--- src/rtl/demux32_1_2_buf.sv ---
// 1-to-2 routing demultiplexer with a 2-entry buffer and a delivered-word
// counter per sink. Each incoming word is steered by in_sel and parked in
// its port's buffer, so a stalled sink never holds up the other one.

// Per-port buffer: 2-entry FIFO (head/tail registers + occupancy) and a
// wrapping delivery counter. head is the presented word; tail is kept at
// zero whenever it is vacant so head reads 0 once the buffer drains.
module demux32_1_2_buf_port #(
  parameter int WIDTH = 32,
  parameter int CNT_W = 16
) (
  input  logic             clk,
  input  logic             rst_n,
  input  logic             push,
  input  logic [WIDTH-1:0] din,
  input  logic             pop_ready,
  output logic             valid,
  output logic [WIDTH-1:0] data,
  output logic             full,
  output logic [CNT_W-1:0] cnt
);
  logic [WIDTH-1:0] head, tail;
  logic [1:0]       occ;
  logic             pop;

  assign valid = (occ != 2'd0);
  assign full  = (occ == 2'd2);
  assign data  = head;
  assign pop   = valid && pop_ready;

  // FIFO state and delivery counter; push is never asserted while full
  always_ff @(posedge clk) begin
    if (!rst_n) begin
      head <= '0;
      tail <= '0;
      occ  <= 2'd0;
      cnt  <= '0;
    end else begin
      if (pop) cnt <= cnt + 1'b1;
      case ({push, pop})
        2'b10: begin
          if (occ == 2'd0) head <= din;
          else             tail <= din;
          occ <= occ + 2'd1;
        end
        2'b01: begin
          head <= tail;
          tail <= '0;
          occ  <= occ - 2'd1;
        end
        // push+pop only happens at occ=1: new word replaces the departing head
        2'b11: head <= din;
        default: ;
      endcase
    end
  end
endmodule

module demux32_1_2_buf #(
  parameter int WIDTH = 32,
  parameter int CNT_W = 16
) (
  input  logic             clk,
  input  logic             rst_n,
  input  logic             in_valid,
  output logic             in_ready,
  input  logic [WIDTH-1:0] in_data,
  input  logic             in_sel,
  output logic             out1_valid,
  input  logic             out1_ready,
  output logic [WIDTH-1:0] out1_data,
  output logic             out2_valid,
  input  logic             out2_ready,
  output logic [WIDTH-1:0] out2_data,
  output logic [CNT_W-1:0] cnt1,
  output logic [CNT_W-1:0] cnt2
);
  localparam int NUM_PORTS = 2;

  logic [NUM_PORTS-1:0]            sel_oh;
  logic [NUM_PORTS-1:0]            push;
  logic [NUM_PORTS-1:0]            full;
  logic [NUM_PORTS-1:0]            valid;
  logic [NUM_PORTS-1:0]            ready;
  logic [NUM_PORTS-1:0][WIDTH-1:0] data;
  logic [NUM_PORTS-1:0][CNT_W-1:0] cnt;

  // Ready depends only on registered occupancy of the selected port, never
  // on the sink readies, so a same-cycle pop does not free the slot early.
  assign in_ready = rst_n && !full[in_sel];
  assign sel_oh   = {in_sel, ~in_sel};
  assign push     = {NUM_PORTS{in_valid && in_ready}} & sel_oh;
  assign ready    = {out2_ready, out1_ready};

  genvar i;
  generate
    for (i = 0; i < NUM_PORTS; i++) begin : g_port
      demux32_1_2_buf_port #(.WIDTH(WIDTH), .CNT_W(CNT_W)) u_port (
        .clk      (clk),
        .rst_n    (rst_n),
        .push     (push[i]),
        .din      (in_data),
        .pop_ready(ready[i]),
        .valid    (valid[i]),
        .data     (data[i]),
        .full     (full[i]),
        .cnt      (cnt[i])
      );
    end
  endgenerate

  assign out1_valid = valid[0];
  assign out1_data  = data[0];
  assign cnt1       = cnt[0];
  assign out2_valid = valid[1];
  assign out2_data  = data[1];
  assign cnt2       = cnt[1];
endmodule
--- config.mk ---
export PLATFORM = sky130hd
export DESIGN_NAME = demux32_1_2_buf
export DESIGN_NICKNAME = d
export VERILOG_FILES = /design/src/rtl/demux32_1_2_buf.sv
export SDC_FILE = /design/constraint.sdc
export NUM_CORES = 1
export LEC_CHECK = 0
export ABC_CLOCK_PERIOD_IN_PS = 2100
export BUFFER_PORTS_ARGS = -buffer_cell sky130_fd_sc_hd__buf_2
export CORE_ASPECT_RATIO = 0.75
export CORE_MARGIN = 2
export CORE_UTILIZATION = 49
export CTS_BUF_LIST = sky130_fd_sc_hd__clkbuf_16
export CTS_CLUSTER_DIAMETER = 120
export DETAILED_ROUTE_END_ITERATION = 7
export PLACE_DENSITY = 0.75
export REMOVE_ABC_BUFFERS = 1
export SLEW_MARGIN = 20
export SYNTH_ARGS = -nofsm -noshare
export SYNTH_HDL_FRONTEND = slang
export SYNTH_HIERARCHICAL = 1
export SYNTH_SLANG_ARGS = --single-unit
--- constraint.sdc ---
create_clock -name clk -period 2.1 [get_ports clk]
set_input_delay 0.42 -clock clk [delete_from_list [all_inputs] [get_ports clk]]
set_output_delay 0.42 -clock clk [all_outputs]
set_load 0.01 [all_outputs]
# Word-level counts from Yosys, hierarchy flattened
# Index checks and enable logic that the tools add are counted.
# totals
reg_bits,164
elab_cells,58
# classes
magnitude_cmp,1
bitwise,2
addsub,6
eq_ne,12
n_reduce_logical,17
n_mux,12
# ops
cell,n
32-bit one-hot mux with 3 select lines,2
32-bit 2-to-1 mux,4
32-bit one-hot mux with 2 select lines,2
"16-bit by 1-bit adder with 16-bit output, second input constant",2
"2-bit == test, second input constant",6
2-bit one-hot mux with 2 select lines,2
2-bit AND reduction,4
2-bit nonzero test,4
3-bit nonzero test,2
"2-bit by 1-bit adder with 2-bit output, second input constant",2
"2-bit by 1-bit == test with 1-bit output, second input constant",2
1-bit logical AND,4
2-bit zero test,2
"2-bit by 1-bit != test with 1-bit output, second input constant",2
"2-bit != test, second input constant",2
"2-bit by 1-bit subtractor with 2-bit output, second input constant",2
2-bit bitwise AND,1
"1-bit by 2-bit less-than comparator with 1-bit output, second input constant",1
1-bit 2-to-1 mux,2
1-bit zero test,1
1-bit NOT,1

# Logic depth before layout (Yosys ltp)
# Gate-level depths: netlist of the first run.
# depth
depth_word,10
mapped_depth,11

# Hierarchy
# Netlist of the first run, hierarchy kept.
# by_module_without_submodules
module,instances,seq_area_each_um2,cells_per_inst,area_each_um2
demux32_1_2_buf_port,2,1641.6,352,3337.0
demux32_1_2_buf,1,0.0,5,32.5

# Least setup slack after synthesis of the first run
# Ideal clock, no wire load.
# synth_timing
kind,register to register
from,register g_port[1].u_port.occ[1]
to,register g_port[1].u_port.head[0]
period_less_slack_ns,2.008
path_slack_ns,0.092
stages_incl_launch_ff,10
arrival_ns,1.922
setup_ns,0.086
cell_sequence,dfxtp_1 -> buf_2 -> nor2b_1 -> nor3b_1 -> inv_1 -> ha_1 -> buf_2 -> clkbuf_1 -> mux2i_1 -> a211oi_1
# synth_between
elab_chain_len,10
word_cells_on_any_way,17
# synth_rtl
item,line,text
"start, declared",23,logic [1:0] occ;
"start signal, assigned",44,occ <= occ + 2'd1;
"start signal, assigned",49,occ <= occ - 2'd1;
2-bit == test *,27,assign full = (occ == 2'd2);
named net full[1],82,logic [NUM_PORTS-1:0] full;
1-bit 2-to-1 mux (not written as such) * (2 in series),90,assign in_ready = rst_n && !full[in_sel];
1-bit zero test *,90,
1-bit logical AND *,90,
1-bit logical AND *,92,assign push = {NUM_PORTS{in_valid && in_ready}} & sel_oh;
2-bit bitwise AND *,92,
named net push[1],81,logic [NUM_PORTS-1:0] push;
2-bit == test or 2-bit by 1-bit == test with 1-bit output (tied branches),40,"case ({push, pop})"
2-bit by 1-bit != test with 1-bit output (no source line) or 3-bit nonzero test (tied branches),n/a,
2-bit AND reduction (no source line),n/a,
"end signal, assigned",42,if (occ == 2'd0) head <= din;
"end signal, assigned",47,head <= tail;
"end signal, assigned",52,2'b11: head <= din;
"end, declared",22,"logic [WIDTH-1:0] head, tail;"
# Mark *: on every way through the listed nets, which the timed path passes. The rest lies on a longest branch. The select of a mux whose other input is x is not followed.
# A chain may end at the register's enable or synchronous reset.

# Worst setup path after layout of the first run
# layout_timing
from,register g_port[0].u_port.occ[0]
to,output out1_valid
# layout_between
elab_chain_len,1
# layout_rtl
item,line,text
"start, declared",23,
"start signal, assigned",44,
"start signal, assigned",49,
2-bit nonzero test,26,assign valid = (occ != 2'd0);
"end, declared",69,"output logic out1_valid,"
# No other way between the ends.

==> metrics.md, run 1 <==
| Metric | Value |
|---|---|
| Clock root cell | `clkbuf_16` |
| Synth unique cells | `37` |
| Die height | `105 um` |
| CTS max path bufs | `2` |
| Max_slew headroom | `64.3%` |
| Static Leakage | `0.00324 uW` |
| Antenna-violating nets left | `0` |
| CP Max Fanout | `7` |
| Port bufs | `136` |
| Fill count | `1079` |
| Most used DFF post-synth | `dfxtp_1` |
| Worst Max-Slew Pin Slew | `0.536 ns` |
| Outcome | `finished, final reports clean` |
| RSZ-0062 raised after global routing | `true` |
| Clk slew on worst S/H paths | `0.07 ns` |
| First-pass GRT wire length | `28500 um` |
| Xor/xnor share of the synthesized area | `2.87%` |
| CTS Buf Count | `17` |
| Setup repair bufs after CTS | `0` |
| Final core utilization | `63.2%` |
| Post-synthesis cell count | `709` |
| Post-DP HPWL | `11400 um` |
| Main combinational cell family by area after synthesis | `compound AO/OA/AOI/OAI gates` |
| Vias per cell | `5.72` |
| DR vias | `5825` |
| Clk_lat worst skew | `0.42 ns` |
| Worst Setup Path Type | `reg -> out` |
| Final wirelength | `17400 um` |
| Share of cells above drive strength 1 | `25.5%` |
| Placer congestion estimate | `0.797` |
| FF+latch count, synth | `164` |
| Final Max Tran Viols | `0` |
| Worst path required time | `1.68 ns` |
| # nets final | `879` |
| Hold-fix buffers at CTS | `0` |
| Hold WS | `0.290 ns` |
| DRC | `0` |
| Final setup vio count | `0` |
| Sequential fraction of the synthesis area | `49.0%` |
| Post-synthesis mux area share | `10.0%` |
| Starting Density | `50.8%` |
| CP endpoint kind | `output port` |
| Largest net degree at the start of global routing | `56` |
| Worst Hold Class | `in -> reg` |
| Cts repair resizes | `1` |
| Synth top area cells | `dfxtp_1, mux2i_1, nor2_1` |
| FF/Latch Area | `3290 um^2` |
| Vias in the first global route | `5682` |
| Max-cap violations | `0` |
| Num ports | `137` |
| Yosys top cell by area | `dfxtp_1` |
| Critical path launch point type | `flop` |
| Clock sink total | `164` |
| Register-to-Register Path Depth | `7` |
| Detailed Routing Iterations Pass 1 | `5` |
| Num rows | `36` |
| Netlist Area Pre-Place | `6710 um^2` |
| Clock skew | `0.00786 ns` |
| Max VDD drop | `0.674 mV` |
| Most common cell in the netlist | `dfxtp_1` |
| Asr flop ratio synth | `0%` |
| Simple-gate share of the synthesized area | `14.0%` |
| Top cells by instance count after synthesis | `dfxtp_1, nor2_1, mux2i_1, a211oi_1, a22oi_1` |
| Final-report hold violation count | `0` |
| Avg Synthesized Cell Area | `9.46 um^2` |
| EDFF count, synth | `0` |
| Final Critical Period | `2.01 ns` |
| PD cells | `1040 nW/um^2` |
| Post-synth top area share | `49.0%` |
| Total grt overflow | `0` |
| Hold path depth | `3` |
| Critical path arrival | `1.59 ns` |
| Post-synthesis compound-gate area fraction | `18.5%` |
| Core area | `13200 um^2` |
| Initial antenna violation count | `2` |
| DIE WIDTH | `139 um` |
| Final period utilization | `95.6%` |
| Syn. warnings | `6` |
| Die area | `14600 um^2` |
| Iter 0 DRT Violations | `309` |
| Max frequency | `498 MHz` |
| Post-DR wirelength/cell | `17.1 um` |
| H-tree depth | `4` |
| Adder-Cell Fraction of Synth Area | `1.49%` |
| P&R area growth vs syn | `24.3%` |
| Multi-input combinational cell area | `3190 um^2` |
| Setup TNS | `0 ns` |
| CTS tree | `done` |
| GRT Overall Usage | `23.9%` |
through the flow:
stage / power, uW / area [um^2] / setup WS [ns] / std cells
floorplan: 4760 / 6460 / -1.38 / 653
global placement: 5570 / 7730 / 0.0872 / 985
detailed placement: 5640 / 7730 / 0.00464 / 985
CTS: 8730 / 8310 / 0.000545 / 1017
global route: 9090 / 8340 / 0.0110 / 1017
finish: 8690 / 8340 / 0.0923 / 1018
routing by layer:
layer	global-route usage [%]	wire (um)	share of wire (%)	up-vias
met5	0	7	0.040	-
met4	7.94	142	0.82	2
met3	6.91	1310	7.5	19
met2	38.1	8000	46	185
met1	31.4	7970	46	2821
li1	-	-	-	2798
flip-flops by register name (all words and copies together) (netlist names):
signal and flops:
g_port.u_port/tail 64, g_port.u_port/cnt 32, g_port.u_port/data 64, g_port.u_port/occ 4
cells in the final DEF (no fill, tap or decap), types with 3 or more instances in the layout:
master / n
nor2_1: 148
inv_1: 8
nand3_1: 6
buf_2: 136
mux2i_1: 65
nand2_1: 19
nor4_1: 10
buf_12: 12
a22oi_1: 64
clkinvlp_4: 3
clkbuf_16: 17
a21oi_1: 14
o21ai_0: 10
or3_1: 8
buf_4: 11
clkinv_2: 3
xnor2_1: 14
nor3_1: 4
dfxtp_1: 162
a211oi_1: 64
xor2_1: 8
ha_1: 6
clkinv_4: 3
final cells by class:
class,count,area share (%)
Sequential cell,164,39.4
Multi-Input combinational cell,479,38.2
Timing Repair Buffer,161,12.3
Clock buffer,17,5.10
Tap cell,171,2.57
Clock inverter,15,1.88
Inverter,10,0.450
Antenna cell,1,0.0300
final timing paths:
check	start	to	slack (ns)
max reg2reg	g_port[1].u_port/occ[1]	g_port[1].u_port/data[6]	0.12
max	g_port[0].u_port/occ[0]	out1_valid	0.09
min reg2reg	g_port[1].u_port/data[1]	g_port[1].u_port/data[1]	0.50
min	in_data[10]	g_port[1].u_port/tail[10]	0.29
cell families after synthesis:
logic type	after synthesis
compound gates	168
xor+xnor	22
fa+ha+maj	8
buf+inv	66
flops	164
mux	67
simple gates	214
critical path: stages, from the launching register on:
cell     delay [ns]
dfxtp_1        0.33
buf_4          0.16
or2_0          0.45
buf_2          0.23
where the power goes:
group | switching, uW | internal, uW | total (uW)
logic | 1150 | 820 | 1970
registers | 203 | 3430 | 3630
clock network | 1330 | 1760 | 3090
Power figures use the tool's default switching activity.
==> run 2: changes to the inputs <==
Settings changed: BUFFER_PORTS_ARGS -buffer_cell sky130_fd_sc_hd__buf_2 to -buffer_cell sky130_fd_sc_hd__clkbuf_2.
==> run 2 against run 1 <==
Flip-flop and latch count stayed put. Non-clock buffer count is 2 higher. Sequential share of layout area grew 0.19 points. Critical path type is now reg -> reg. Critical endpoint is now g_port[1].u_port/data[9]. Register-to-register slack about the same. Cell area fell by 0.53%. Critical path depth up 4. Largest cell class unchanged. Highest routed layer unchanged. Total power down 2.6%. Via count shrank 1.5%. Clock power shrank 7.4%. Die area did not move. Global-route usage down 1.2 points. Utilization shrank 0.33 points.
==> metrics.md, run 2 (synthesis gave the netlist of run 1 again) <==
| Metric | Value |
|---|---|
| Worst Setup Path Type | `reg -> reg (was reg -> out)` |
| Clock root cell | `clkbuf_16 (unchanged)` |
| DR vias | `5736 (was 5825)` |
| Vias in the first global route | `5271 (was 5682)` |
| Setup TNS | `0 ns (unchanged)` |
| Critical path arrival | `2.30 ns (was 1.59 ns)` |
| Sw frac | `30.7% (was 30.8%)` |
| Clk slew on worst S/H paths | `0.07 ns (about the same)` |
| GRT Overall Usage | `22.8% (was 23.9%)` |
| Clk_lat worst skew | `0.42 ns (about the same)` |
| RSZ-0062 raised after global routing | `false (was true)` |
| Design area | `8300 um^2 (was 8340 um^2)` |
| Fill count | `1089 (was 1079)` |
| Core area | `13200 um^2 (unchanged)` |
| Placer congestion estimate | `0.809 (was 0.797)` |
| CP Max Fanout | `31 (was 7)` |
| Sequential Power Share | `43.1% (was 41.8%)` |
| Max VDD drop | `0.591 mV (was 0.674 mV)` |
| Max frequency | `504 MHz (was 498 MHz)` |
| Diodes inserted | `0 (was 1)` |
| Share of cells above drive strength 1 | `25.4% (was 25.5%)` |
| CTS Buf Count | `17 (unchanged)` |
| Outcome | `finished, final reports clean (unchanged)` |
| Hold path depth | `3 (unchanged)` |
| DRC | `0 (unchanged)` |
| CP endpoint kind | `flop (was output port)` |
| CTS max path bufs | `2 (unchanged)` |
| Power share of the clock group | `33.8% (was 35.5%)` |
| Worst path required time | `2.42 ns (was 1.68 ns)` |
| Iter 0 DRT Violations | `427 (was 309)` |
| Setup repair bufs after CTS | `0 (unchanged)` |
| Commonest non-fill, non-tap cell in the layout | `dfxtp_1 (unchanged)` |
| Vias per cell | `5.63 (was 5.72)` |
| Starting Density | `50.8% (unchanged)` |
| Post-DR wirelength/cell | `16.7 um (was 17.1 um)` |
| Final-report hold violation count | `0 (unchanged)` |
| Final setup vio count | `0 (unchanged)` |
| DIE WIDTH | `139 um (unchanged)` |
| Final wirelength | `17000 um (was 17400 um)` |
| CTS tree | `done (unchanged)` |
| Pint | `5870 uW (was 6010 uW)` |
| Reg-to-reg endpoint | `g_port[1].u_port/data[9] (was g_port[1].u_port/data[6])` |
| Area after DPL | `7730 um^2 (about the same)` |
| Initial antenna violation count | `1 (was 2)` |
| Final Critical Period | `1.98 ns (was 2.01 ns)` |
| Num ports | `137 (unchanged)` |
| Port bufs | `136 (unchanged)` |
| RR Startpoint | `g_port[1].u_port/occ[0] (was g_port[1].u_port/occ[1])` |
| P&R area growth vs syn | `23.7% (was 24.3%)` |
| Clock sink total | `164 (unchanged)` |
| Clock skew | `0.0196 ns (was 0.00786 ns)` |
| H-tree depth | `4 (unchanged)` |
| Hold-fix buffers at CTS | `0 (unchanged)` |
| First-pass GRT wire length | `27000 um (was 28500 um)` |
| Antenna-violating nets left | `0 (unchanged)` |
| Fin worst setup slack | `0.117 ns (was 0.0923 ns)` |
| # nets final | `881 (was 879)` |
| Total grt overflow | `0 (unchanged)` |
| Pre-CTS setup slack | `-0.00565 ns (was 0.00464 ns)` |
| Final Max Tran Viols | `0 (unchanged)` |
| Final period utilization | `94.4% (was 95.6%)` |
| Num rows | `36 (unchanged)` |
| Hold Startpoint | `in_data[19] (was in_data[10])` |
| Critical path launch point type | `flop (unchanged)` |
| Die height | `105 um (unchanged)` |
| Static Leakage | `0.00317 uW (was 0.00324 uW)` |
| Max-cap violations | `0 (unchanged)` |
| Die area | `14600 um^2 (unchanged)` |
| Most frequent cells in the layout | `dfxtp_1, nor2_1, clkbuf_2 (was dfxtp_1, nor2_1, buf_2)` |
| P_sw | `2600 uW (was 2680 uW)` |
| Post-DP HPWL | `11300 um (was 11400 um)` |
| Hold Path Sink | `g_port[0].u_port/tail[19] (was g_port[1].u_port/tail[10])` |
| Worst Max-Slew Pin Slew | `0.593 ns (was 0.536 ns)` |
| R2R setup slack | `0.12 ns (about the same)` |
| Detailed Routing Iterations Pass 1 | `5 (unchanged)` |
| Max_slew headroom | `60.4% (was 64.3%)` |
| Largest net degree at the start of global routing | `56 (unchanged)` |
| Worst Hold Class | `in -> reg (unchanged)` |
| Hold WS | `0.290 ns (about the same)` |
| PD cells | `1020 nW/um^2 (was 1040 nW/um^2)` |
| Logic pwr share | `23.1% (was 22.7%)` |
| Register-to-Register Path Depth | `7 (unchanged)` |
## run 2: cell types whose count changed in the layout (fill, tap and decap cells not counted), moves of 3 or more
cell      before  now
buf_2        136    0
clkbuf_2       0  136
buf_4         11   15
inv_1          8   11
## run 2: worst max-delay path: stages, from the launching register on
cell and delay, ns:
dfxtp_1 0.47, nor2b_2 0.09, nor3b_2 0.24, inv_1 0.15
ha_2 0.25, buf_12 0.20, mux2i_1 0.15, a211oi_1 0.30
## run 2: timing repair
item                       CTS  global route
hold endpoints to repair     0             0
setup endpoints to repair    0            83
resized for setup            0             9
## run 2: power by group through the flow
| stage | clock network (uW) | registers, uW | logic [uW] |
|---|---|---|---|
| 2_1_floorplan | 0 | 3790 | 966 |
| 3_3_place_gp | 0 | 3690 | 1890 |
| 3_5_place_dp | 0 | 3700 | 1950 |
| 4_1_cts | 2930 | 3640 | 1960 |
| 5_1_grt | 3060 | 3680 | 2130 |
| 6_report | 2860 | 3650 | 1960 |
## run 2: routing by layer
metal | vias up | track usage (%) | wire (um)
li1 | 2807 | - | -
met1 | 2730 | 31.9 | 8110
met2 | 180 | 35.1 | 7630
met3 | 17 | 5.22 | 1120
met4 | 2 | 7.00 | 161
met5 | - | 0 | 15
## run 2: how the worst max path moves through the flow
stage	cells after the start	slack, ns	start	endpoint
floorplan	7	-1.38	g_port[1].u_port/occ[0]	g_port[1].u_port/tail[0]
global placement	9	0.09	rst_n	g_port[0].u_port/data[1]
detailed placement	9	-0.006	rst_n	g_port[1].u_port/tail[12]
CTS	3	0.04	g_port[1].u_port/occ[0]	out2_valid
global route	9	0.02	g_port[0].u_port/occ[1]	g_port[0].u_port/occ[1]
finish	7	0.12	g_port[1].u_port/occ[0]	g_port[1].u_port/data[9]
## run 2: area by class of cell
class | count | area [um^2] | share of cell area [%]
clock buffers | 17 | 425 | 5.13
multi-input cells | 479 | 3190 | 38.5
repair buffers | 163 | 1020 | 12.4
inverters | 10 | 37.5 | 0.452
flip-flops and latches | 164 | 3280 | 39.6
well taps | 171 | 214 | 2.58
clock inverters | 14 | 116 | 1.40
## run 2: metrics by stage
stage / cells / utilization, % / total power (uW)
floorplan: 653 / - / 4760
global route: 1018 / 62.9 / 8870
global placement: 987 / 58.6 / 5580
finish: 1018 / 62.9 / 8460
detailed placement: 987 / 58.6 / 5650
CTS: 1018 / 62.7 / 8530
==> run 3: changes to the inputs <==
Settings changed: ABC_AREA set to 1, CORE_UTILIZATION 49 to 50, PLACE_DENSITY 0.75 to 0.76.
==> run 3 against run 2 <==
Flip-flop and latch count did not move. Register-to-register slack lost 0.02 ns. Sequential share of layout area is 2.7 points lower. Die area increased by 5.8%. Largest cell class unchanged. Count of clock-buffer cells in the layout unchanged. Synthesized cell count increased by 47%. Total power grew 3.8%. Largest power group unchanged. Hold slack better by 0.033 ns. Cell area rose by 7.2%. Utilization shrank 0.69 points.
==> metrics.md, run 3 <==
| Metric | Value |
|---|---|
| Final Critical Period | `2.00 ns (was 1.98 ns)` |
| Largest net degree at the start of global routing | `164 (was 56)` |
| Outcome | `finished, final reports clean (unchanged)` |
| Port bufs | `136 (unchanged)` |
| Yosys top cell by area | `dfxtp_1 (unchanged)` |
| Post-DP HPWL | `12100 um (was 11300 um)` |
| Initial antenna violation count | `0 (was 1)` |
| Core area | `14300 um^2 (was 13200 um^2)` |
| Placer congestion estimate | `0.812 (was 0.809)` |
| Worst Max-Slew Pin Slew | `0.679 ns (was 0.593 ns)` |
| P&R area growth vs syn | `22.6% (was 23.7%)` |
| Worst path required time | `2.47 ns (was 2.42 ns)` |
| Hold path depth | `3 (unchanged)` |
| Cts repair resizes | `0 (unchanged)` |
| Post-synth top area share | `45.2% (was 49.0%)` |
| FF+latch count, synth | `164 (unchanged)` |
| Netlist Area Pre-Place | `7260 um^2 (was 6710 um^2)` |
| Clock root cell | `clkbuf_16 (unchanged)` |
| Final period utilization | `95.2% (was 94.4%)` |
| Worst Setup Path Type | `reg -> reg (unchanged)` |
| Synth top area cells | `dfxtp_1, nand2_1, nor2_1 (was dfxtp_1, mux2i_1, nor2_1)` |
| DRC | `0 (unchanged)` |
| Max-cap violations | `0 (unchanged)` |
| Starting Density | `50.7% (was 50.8%)` |
| Final setup vio count | `0 (unchanged)` |
| Diodes inserted | `0 (unchanged)` |
| Total power | `8780 uW (was 8460 uW)` |
| Static Leakage | `0.00423 uW (was 0.00317 uW)` |
| Register-to-Register Path Depth | `12 (was 7)` |
| Clock sink total | `164 (unchanged)` |
| Die height | `108 um (was 105 um)` |
| Clock skew | `0.00720 ns (was 0.0196 ns)` |
| EDFF count, synth | `0 (unchanged)` |
| Sequential fraction of the synthesis area | `45.2% (was 49.0%)` |
| GRT Overall Usage | `23.3% (was 22.8%)` |
| CTS max path bufs | `2 (unchanged)` |
| Most common cell in the netlist | `nand2_1 (was dfxtp_1)` |
| First-pass GRT wire length | `28500 um (was 27000 um)` |
| Vias in the first global route | `5798 (was 5271)` |
| Final Max Tran Viols | `0 (unchanged)` |
| Top cells by instance count after synthesis | `nand2_1, nor2_1, dfxtp_1, o21ai_0, a21oi_1 (was dfxtp_1, nor2_1, mux2i_1, a211oi_1, a22oi_1)` |
| Critical path arrival | `2.37 ns (was 2.30 ns)` |
| Final-report hold violation count | `0 (unchanged)` |
| Share of cells above drive strength 1 | `20.2% (was 25.4%)` |
| Die area | `15500 um^2 (was 14600 um^2)` |
| Max VDD drop | `0.728 mV (was 0.591 mV)` |
| Hold Startpoint | `out2_ready (was in_data[19])` |
| Syn. warnings | `6 (unchanged)` |
| Vias per cell | `4.97 (was 5.63)` |
| Post-synthesis cell count | `1039 (was 709)` |
| Asr flop ratio synth | `0% (unchanged)` |
| Final wirelength | `18200 um (was 17000 um)` |
| Hold Path Sink | `g_port[1].u_port/cnt[0] (was g_port[0].u_port/tail[19])` |
| CTS Buf Count | `17 (unchanged)` |
| Detailed Routing Iterations Pass 1 | `5 (unchanged)` |
| Reg-to-reg endpoint | `g_port[1].u_port/tail[4] (was g_port[1].u_port/data[9])` |
| Most used DFF post-synth | `dfxtp_1 (unchanged)` |
| Hold-fix buffers at CTS | `0 (unchanged)` |
| Total grt overflow | `0 (unchanged)` |
| CTS tree | `done (unchanged)` |
| PD cells | `987 nW/um^2 (was 1020 nW/um^2)` |
| Clk slew on worst S/H paths | `0.07 ns (about the same)` |
| Max_slew headroom | `54.7% (was 60.4%)` |
| # nets final | `1219 (was 881)` |
| H-tree depth | `4 (unchanged)` |
| Setup repair bufs after CTS | `0 (unchanged)` |
| Antenna-violating nets left | `0 (unchanged)` |
| Commonest non-fill, non-tap cell in the layout | `nand2_1 (was dfxtp_1)` |
| Most frequent cells in the layout | `nand2_1, nor2_1, dfxtp_1 (was dfxtp_1, nor2_1, clkbuf_2)` |
| Final core utilization | `62.2% (was 62.9%)` |
| Iter 0 DRT Violations | `616 (was 427)` |
| RR Startpoint | `g_port[1].u_port/occ[1] (was g_port[1].u_port/occ[0])` |
| Num ports | `137 (unchanged)` |
| Avg Synthesized Cell Area | `6.98 um^2 (was 9.46 um^2)` |
| Post-DR wirelength/cell | `13.1 um (was 16.7 um)` |
| Critical path launch point type | `flop (unchanged)` |
| DIE WIDTH | `143 um (was 139 um)` |
| Num rows | `38 (was 36)` |
| Synth unique cells | `28 (was 37)` |
| Max frequency | `500 MHz (was 504 MHz)` |
| DR vias | `6883 (was 5736)` |
| Fill count | `1314 (was 1089)` |
| Clk_lat worst skew | `0.43 ns (was 0.42 ns)` |
| CP endpoint kind | `flop (unchanged)` |
| CP Max Fanout | `28 (was 31)` |
| R2R setup slack | `0.10 ns (was 0.12 ns)` |
| Worst Hold Class | `in -> reg (unchanged)` |
run 3: worst max-delay path by stage:
stage	startpoint	end	slack (ns)
after floorplan	out1_ready	g_port[0].u_port/data[11]	-0.48
after global placement	in_sel	g_port[0].u_port/tail[22]	0.003
after detailed placement	in_sel	g_port[1].u_port/tail[24]	-0.09
after CTS	g_port[1].u_port/occ[1]	g_port[1].u_port/tail[28]	0.01
after global routing	g_port[1].u_port/occ[1]	g_port[0].u_port/tail[28]	-0.01
final	g_port[1].u_port/occ[1]	g_port[1].u_port/tail[4]	0.10
run 3: power by group:
part / internal, uW / total [uW] / switching, uW
Combinational: 621 / 1680 / 1060
Clock: 2120 / 3450 / 1330
Sequential: 3480 / 3650 / 168
run 3: through the flow:
stage / hold WS [ns] / cell area (um^2) / setup TNS, ns / setup slack [ns] / cells
5_1_grt: 0.324 / 8900 / -0.0232 / -0.0146 / 1386
6_report: 0.322 / 8900 / 0 / 0.102 / 1386
3_5_place_dp: 0.433 / 8180 / -2.27 / -0.0860 / 1354
3_3_place_gp: 0.429 / 8180 / 0 / 0.00345 / 1354
4_1_cts: 0.303 / 8840 / 0 / 0.0113 / 1386
2_1_floorplan: 0.422 / 6910 / -54.16 / -0.476 / 983
run 3: cell type report:
class                   count  area (um^2)  area share (%)
clock inverters            15          230            2.59
flip-flops and latches    164         3280            36.9
inverters                 117          444            4.99
multi-input cells         702         3240            36.4
repair buffers            171         1020            11.5
clock buffers              17          425            4.78
well taps                 200          250            2.81
run 3: logic make-up (layout without fill, tap and decap cells):
| logic type | after synthesis | after routing | share of synthesized area (%) |
|---|---|---|---|
| flops | 164 | 164 | 45.2 |
| fa+ha+maj | 8 | 8 | 1.38 |
| buf+inv | 173 | 320 | 10.8 |
| compound gates | 262 | 262 | 18.5 |
| simple gates | 430 | 430 | 23.8 |
| mux | 2 | 2 | 0.276 |
run 3: metal layers:
layer / vias up / wire [um] / global-route usage, %
li1: 3565 / - / -
met5: - / 0 / 0
met4: 0 / 241 / 7.92
met1: 3107 / 8900 / 34.2
met2: 195 / 7880 / 33.3
met3: 16 / 1130 / 5.40
run 3: critical path: stages, from the launching register on:
cell and delay (ns):
dfxtp_2 0.33, inv_2 0.05, nor2_1 0.04, nand2_1 0.12
nand4_4 0.14, nor2_4 0.14, inv_1 0.07, ha_1 0.25
or2_1 0.28, nand2_4 0.11, buf_12 0.18, o21ai_0 0.10
nor2_1 0.13
